==> src/rtl/event_counter_bank.sv <==
// N-channel rising-edge event counter. Each RTC tick snapshots the counters and streams the snapshot out serially.
// Define CNT_SATURATE_EN to make counters saturate at all-ones instead of wrapping.
`timescale 1ns/1ps

module event_counter_bank_lane #(
    parameter int CW = 16
) (
    input  logic          clk,
    input  logic          rst_n,
    input  logic          pad_in,
    input  logic          snap_en,
    output logic          pulse,
    output logic [CW-1:0] snap,
    output logic          ovf,
    output logic          snap_ovf
);
    logic [2:0]    sync_q, sync_d;
    logic [CW-1:0] cnt_q, cnt_d, snap_q, snap_d;
    logic          ovf_q, ovf_d, snap_ovf_q, snap_ovf_d;

    // Two synchroniser stages, plus a third stage that is used only for edge detection.
    assign pulse    = sync_q[1] & ~sync_q[2];
    assign snap     = snap_q;
    assign ovf      = ovf_q;
    assign snap_ovf = snap_ovf_q;

    always_comb begin
        sync_d     = {sync_q[1:0], pad_in};
        cnt_d      = cnt_q;
        ovf_d      = ovf_q;
        snap_d     = snap_q;
        snap_ovf_d = snap_ovf_q;
        if (snap_en) begin
            // An event in the snapshot cycle belongs to the new window.
            snap_d     = cnt_q;
            snap_ovf_d = ovf_q;
            cnt_d      = pulse ? CW'(1) : '0;
            ovf_d      = 1'b0;
        end else if (pulse) begin
            if (&cnt_q) begin
                ovf_d = 1'b1;
`ifdef CNT_SATURATE_EN
                cnt_d = cnt_q;
`else
                cnt_d = '0;
`endif
            end else begin
                cnt_d = cnt_q + 1'b1;
            end
        end
    end

    always_ff @(posedge clk or negedge rst_n) begin
        if (!rst_n) begin
            sync_q     <= '0;
            cnt_q      <= '0;
            ovf_q      <= 1'b0;
            snap_q     <= '0;
            snap_ovf_q <= 1'b0;
        end else begin
            sync_q     <= sync_d;
            cnt_q      <= cnt_d;
            ovf_q      <= ovf_d;
            snap_q     <= snap_d;
            snap_ovf_q <= snap_ovf_d;
        end
    end
endmodule

module event_counter_bank #(
    parameter  int NCH = 8,
    parameter  int CW  = 16,
    localparam int AW  = $clog2(NCH)
) (
    input  logic           clk,
    input  logic           rst_n,
    input  logic [NCH-1:0] ch_in,
    input  logic           rtc_in,
    output logic           serial_out,
    output logic           sl_out,
    output logic [AW-1:0]  addr_out,
    output logic           ovf_ch_out,
    output logic           ovf_global,
    output logic           ovf_rtc_out,
    output logic           busy_out
);
    localparam int BW = $clog2(CW);
    localparam logic [1:0] IDLE  = 2'd0;
    localparam logic [1:0] LOAD  = 2'd1;
    localparam logic [1:0] SHIFT = 2'd2;

    logic [NCH-1:0]         ch_pulse, ch_ovf, snap_ovf;
    logic [NCH-1:0][CW-1:0] snap;
    logic [2:0]             rtc_sync_q, rtc_sync_d;
    logic                   rtc_pulse, snap_en;

    logic [1:0]    state_q, state_d;
    logic [AW-1:0] ch_q, ch_d, addr_q, addr_d;
    logic [BW-1:0] bit_q, bit_d;
    logic          serial_q, serial_d, sl_q, sl_d, ovf_ch_q, ovf_ch_d;
    logic          ovf_global_q, ovf_global_d, ovf_rtc_q, ovf_rtc_d, busy_q, busy_d;

    for (genvar i = 0; i < NCH; i++) begin : g_lane
        event_counter_bank_lane #(.CW(CW)) u_lane (
            .clk     (clk),
            .rst_n   (rst_n),
            .pad_in  (ch_in[i]),
            .snap_en (snap_en),
            .pulse   (ch_pulse[i]),
            .snap    (snap[i]),
            .ovf     (ch_ovf[i]),
            .snap_ovf(snap_ovf[i])
        );
    end

    assign rtc_sync_d = {rtc_sync_q[1:0], rtc_in};
    assign rtc_pulse  = rtc_sync_q[1] & ~rtc_sync_q[2];
    assign snap_en    = rtc_pulse && (state_q == IDLE);

    always_comb begin
        state_d      = state_q;
        ch_d         = ch_q;
        bit_d        = bit_q;
        ovf_rtc_d    = ovf_rtc_q;
        ovf_global_d = ovf_global_q;
        case (state_q)
            IDLE: if (rtc_pulse) begin
                state_d = LOAD;
                ch_d    = '0;
            end
            LOAD: begin
                state_d = SHIFT;
                bit_d   = BW'(CW - 1);
            end
            SHIFT: begin
                if (bit_q == '0) begin
                    if (ch_q == AW'(NCH - 1)) begin
                        state_d = IDLE;
                        ch_d    = '0;
                    end else begin
                        state_d = LOAD;
                        ch_d    = ch_q + 1'b1;
                    end
                end else begin
                    bit_d = bit_q - 1'b1;
                end
            end
            default: state_d = IDLE;
        endcase

        if (snap_en) begin
            ovf_rtc_d    = 1'b0;
            ovf_global_d = |ch_ovf;
        end else if (rtc_pulse) begin
            ovf_rtc_d = 1'b1;
        end

        // Outputs are decoded from the next state so that they are registered without extra latency.
        // The first LOAD follows the snapshot edge, so its overflow flag comes from the live counter.
        busy_d   = (state_d != IDLE);
        sl_d     = (state_d == LOAD);
        addr_d   = (state_d == IDLE) ? '0 : ch_d;
        ovf_ch_d = (state_d == IDLE) ? 1'b0 : (snap_en ? ch_ovf[ch_d] : snap_ovf[ch_d]);
        serial_d = (state_d == SHIFT) ? snap[ch_d][bit_d] : 1'b0;
    end

    always_ff @(posedge clk or negedge rst_n) begin
        if (!rst_n) begin
            rtc_sync_q   <= '0;
            state_q      <= IDLE;
            ch_q         <= '0;
            bit_q        <= '0;
            serial_q     <= 1'b0;
            sl_q         <= 1'b0;
            addr_q       <= '0;
            ovf_ch_q     <= 1'b0;
            ovf_global_q <= 1'b0;
            ovf_rtc_q    <= 1'b0;
            busy_q       <= 1'b0;
        end else begin
            rtc_sync_q   <= rtc_sync_d;
            state_q      <= state_d;
            ch_q         <= ch_d;
            bit_q        <= bit_d;
            serial_q     <= serial_d;
            sl_q         <= sl_d;
            addr_q       <= addr_d;
            ovf_ch_q     <= ovf_ch_d;
            ovf_global_q <= ovf_global_d;
            ovf_rtc_q    <= ovf_rtc_d;
            busy_q       <= busy_d;
        end
    end

    assign serial_out  = serial_q;
    assign sl_out      = sl_q;
    assign addr_out    = addr_q;
    assign ovf_ch_out  = ovf_ch_q;
    assign ovf_global  = ovf_global_q;
    assign ovf_rtc_out = ovf_rtc_q;
    assign busy_out    = busy_q;
endmodule

==> config.mk <==
export PLATFORM = sky130hd
export DESIGN_NAME = event_counter_bank
export DESIGN_NICKNAME = d
export VERILOG_FILES = /design/src/rtl/event_counter_bank.sv
export SDC_FILE = /design/constraint.sdc
export NUM_CORES = 1
export LEC_CHECK = 0
export CAP_MARGIN = 25
export CORE_MARGIN = 1
export CORE_UTILIZATION = 35
export CTS_CLUSTER_SIZE = 25
export DETAILED_ROUTE_END_ITERATION = 7
export DONT_BUFFER_PORTS = 1
export PLACE_DENSITY = 0.57
export SYNTH_ARGS = -nofsm -noshare
export SYNTH_HDL_FRONTEND = slang
export SYNTH_SLANG_ARGS = --single-unit
export TNS_END_PERCENT = 1
==> constraint.sdc <==
create_clock -name clk -period 7.4 [get_ports clk]
set_input_delay 1.85 -clock clk [delete_from_list [all_inputs] [get_ports clk]]
set_output_delay 1.85 -clock clk [all_outputs]
set_load 0.02 [all_outputs]
==> metrics.log <==
INFO  metric run_status = complete, no violations
INFO  metric firstDrtPassIters = 5
INFO  metric layout_area_growth_over_synthesis = 12.1%
INFO  metric worstPathRequired = 7840 ps
INFO  metric numPlacedInstances = between 2,000 and 2,500
INFO  metric crit_path_start_kind = register
INFO  metric max_freq = roughly 270 MHz
INFO  metric worst_slew_margin_rel = between 30 and 40%
INFO  metric clock_tree_from_tritoncts = built
INFO  metric final_cells = about 2,200
INFO  metric cts_max_level = 2
INFO  metric coreArea = around 40,000 µm²
INFO  metric switching_power_as_a_share_of_total_power = about a third
INFO  metric synthFlopType = dfrtp_1
INFO  metric netSwitchingPower = around 1800 µW
INFO  metric share_of_layout_cells_above_drive_strength_1 = approximately 5.4%
INFO  metric die-height = about 210 µm
INFO  metric power.density = roughly 320 nW/µm²
INFO  metric cts_made_buffers = 38
INFO  metric portion_of_synthesized_cell_area_occupied_by_the_leading_cell_type = between 50 and 60%
INFO  metric clock_power_share = a little under two fifths
INFO  metric postSynthNetCount = around 1,700
INFO  metric synth_largest_area_cell = dfrtp_1
INFO  metric worst_ep_arrival_time = between 4000 and 5000 ps
INFO  metric seq_area = between 7000 and 8000 µm²
INFO  metric fin_setup_tns = 0 ps
INFO  metric cell_area_after_layout = approximately 17,000 µm²
INFO  metric synth.most_common_cell = nand2_1
INFO  metric die_area = 42,900 µm²
INFO  metric place.gp.congestion = a little under 0.9
INFO  metric die_width = a little over 200 µm
INFO  metric maximum_number_of_pins_on_one_net_before_global_route_repair = approximately 320
INFO  metric clkSinkCount = roughly 320
INFO  metric syn_area = 14,700 µm²
INFO  metric peak_vdd_ir = 0.174 mV
INFO  metric grt_setup_unrepaired = false
INFO  metric route.detailed.drc = 0
INFO  metric ioPinCount = 20
INFO  metric post-route-min-period = approximately 3700 ps
INFO  metric clock_path_buffers = 3
INFO  metric postSynthAreaPerCell = ~8.7 µm²
INFO  metric placement.cell_area = about 15,000 µm²
INFO  metric hold_violations = 0
INFO  metric first_iter_violations = between 800 and 900
INFO  metric timing.hold.worst.class = register to register
INFO  metric final.hold.worst_slack = approximately 350 ps
INFO  metric number_of_enable_flip_flop_cells_after_synthesis = 0
INFO  metric antennaDiodeCount = 0
INFO  metric gate_count_of_the_mapped_netlist = between 1,500 and 2,000
INFO  metric global_route.usage.total = 18.3%
INFO  metric overflow = 0
INFO  metric power_frac_seq = between 40% and 50%
INFO  metric postSynthRegisterBits = between 300 and 400
INFO  metric synth.top_cells.by_area = dfrtp_1, nand2_1, nor2_1
INFO  metric design.final.nets = ~1,700
INFO  metric stage_delay_of_the_slowest_cell_on_the_critical_path = about 450 ps
INFO  metric maximum_fanout_along_the_worst_path = 73
INFO  metric critPathKind = register to register
INFO  metric power_frac_comb = 21.4%
INFO  metric fin_skew = approximately 16 ps
INFO  metric routedWlPerCell = 17.3 µm
INFO  metric cts_root_buffer = clkbuf_16
INFO  metric row_count = 74
INFO  metric hpwl = 25.8 mm
INFO  metric multiInputGateArea = ~6400 µm²
INFO  metric postLayoutCoreUtil = about two fifths
INFO  metric cp_slowest_cell = dfrtp_1
INFO  metric power_leakage = a little under 0.008 µW
INFO  metric ctsHoldBuffers = 0
INFO  metric via_count_of_the_first_global_routing_pass = 11,025
INFO  metric fillers = 4,121
INFO  metric cell_internal_pwr = 3540 µW
INFO  metric post_synth_most_frequent_cells = nand2_1, dfrtp_1, nor2_1
INFO  metric antenna_found_initial = 0
INFO  metric drv_slew = 0
INFO  metric critical_path.endpoint_type = register
INFO  metric clk_pin_slew_worst_paths = approximately 60 ps
INFO  metric share_of_the_clock_period_used_by_the_worst_path_after_layout = roughly 50%
INFO  metric asyncSetResetFlopFracSynth = between 90% and 100%
INFO  metric clkLatencyLatePin = 540 ps
INFO  metric synth.yosys.warnings = 0
INFO  metric synth_seq_area_share = 53.8%
INFO  metric route.detailed.vias_per_inst = ~5.1
INFO  metric initial_utilization = a little over a third
INFO  metric cp_cell_sequence = ha_1 > ha_1 > or3b_1 > mux2_2 > and2_2 > buf_4 > inv_8 > mux2i_1 > a221oi_2 > o211ai_1 > o211ai_1 > o21ai_0 > o32ai_1
INFO  metric worst_slew_pin_slew = approximately 960 ps
INFO  metric vias = roughly 11,000
INFO  metric yosysUniqueCellTypes = 66
INFO  metric setup_violations = 0
INFO  metric wire_length_of_the_first_global_routing_pass = 62.3 mm
INFO  metric final_antenna_net_count = 0
INFO  metric drt-total-wl = between 30 and 40 mm
INFO  metric drv_cap = 0
INFO  metric io_buffer_count = 0
INFO  metric post-cts-setup-buffer-count = 0
INFO  metric post_cts.resized_instances = 0
==> cells by family after synthesis <==
| logic type | Yosys count | share of synthesized area [%] |
|---|---|---|
| DFF | 317 | 53.8 |
| and+or+nand+nor | 977 | 28.4 |
| AOI/OAI and AO/OA | 202 | 8.60 |
| xor gates and xnor gates | 67 | 3.98 |
| muxes | 15 | 1.03 |
| adders and majority gates | 15 | 1.27 |
| buffers and inverters | 99 | 2.87 |
==> flip-flops by register name (all words and copies together), names as in the netlist, 3 cells and up <==
register and cells:
addr_out 3, bit_q 4, ch_q 3, g_lane.u_lane.cnt_q 128, g_lane.u_lane.ovf 8, g_lane.u_lane.snap 128
g_lane.u_lane.snap_ovf 8, g_lane.u_lane.sync_q 24, rtc_sync_q 3
==> power groups by stage <==
stage / combinational, µW / clock [µW] / sequential, µW
finish: 1140 / 2000 / 2170
global route: 1280 / 2130 / 2200
CTS: 1140 / 2060 / 2170
detailed placement: 1130 / 0 / 2200
global placement: 1130 / 0 / 2200
floorplan: 918 / 0 / 2100
==> metrics by stage <==
| stage | worst slack [ps] | power [µW] |
|---|---|---|
| after floorplan | 4570 | 3020 |
| after global placement | 3800 | 3320 |
| after detailed placement | 3740 | 3330 |
| after CTS | 3710 | 5370 |
| after global routing | 3470 | 5610 |
| final | 3690 | 5310 |
==> layout make-up <==
cell class,instances,area share (%)
clock buffers,53,6.71
clock inverters,14,1.43
inverters,28,0.682
multi-input cells,1276,38.7
flip-flops and latches,317,48.0
well taps,532,4.03
repair buffers,9,0.485
==> metal layers <==
metal	GRT usage [%]	vias up	routed length, µm	part of all wire (%)
li1	-	5596	-	-
met1	26.1	5550	18600	48
met2	27.6	207	17200	45
met3	3.80	59	1770	4.6
met4	5.97	0	972	2.5
met5	0	-	0	0
==> worst paths after layout <==
| check | cells after the start | end | slack (ps) | from |
|---|---|---|---|---|
| min reg2reg | 0 | g_lane[3].u_lane.sync_q[1]$_DFF_PN0_ | 350 | g_lane[3].u_lane.sync_q[0]$_DFF_PN0_ |
| max reg2reg | 13 | serial_out$_DFF_PN0_ | 3690 | ch_q[1]$_DFF_PN0_ |
| min in group asynchronous | 0 | rtc_sync_q[1]$_DFF_PN0_ | 1000 | rst_n |
| min | 0 | g_lane[3].u_lane.sync_q[1]$_DFF_PN0_ | 350 | g_lane[3].u_lane.sync_q[0]$_DFF_PN0_ |
| max in group asynchronous | 0 | g_lane[3].u_lane.cnt_q[4]$_DFFE_PN0P_ | 5760 | rst_n |
| max | 13 | serial_out$_DFF_PN0_ | 3690 | ch_q[1]$_DFF_PN0_ |
==> critical path, delay by kind of cell, from the launching register on <==
kind / cells / cell delay, ps
AOI/OAI and AO/OA: 5 / 950
adders and majority gates: 2 / 440
buffers and inverters: 2 / 710
DFF: 1 / 450
muxes: 2 / 420
and+or+nand+nor: 2 / 580
==> cell usage in the layout (no fill, tap or decap), drive strengths merged, types with 7 or more instances in the layout <==
cell type and instances:
nand2 591, dfrtp 317, nor2 146, nand3 86, o21ai 78, clkbuf 53, xor2 51, a21oi 40
and3 31, inv 31, a31oi 26, nand4 24, nor3 21, xnor2 16, ha 15, nor2b 14
mux2i 14, nand2b 14, or3 12, a32oi 10, and2 10, o22ai 9, buf 9, a311oi 7
nor4 7
No activity file was read; power rests on OpenSTA's default activity.
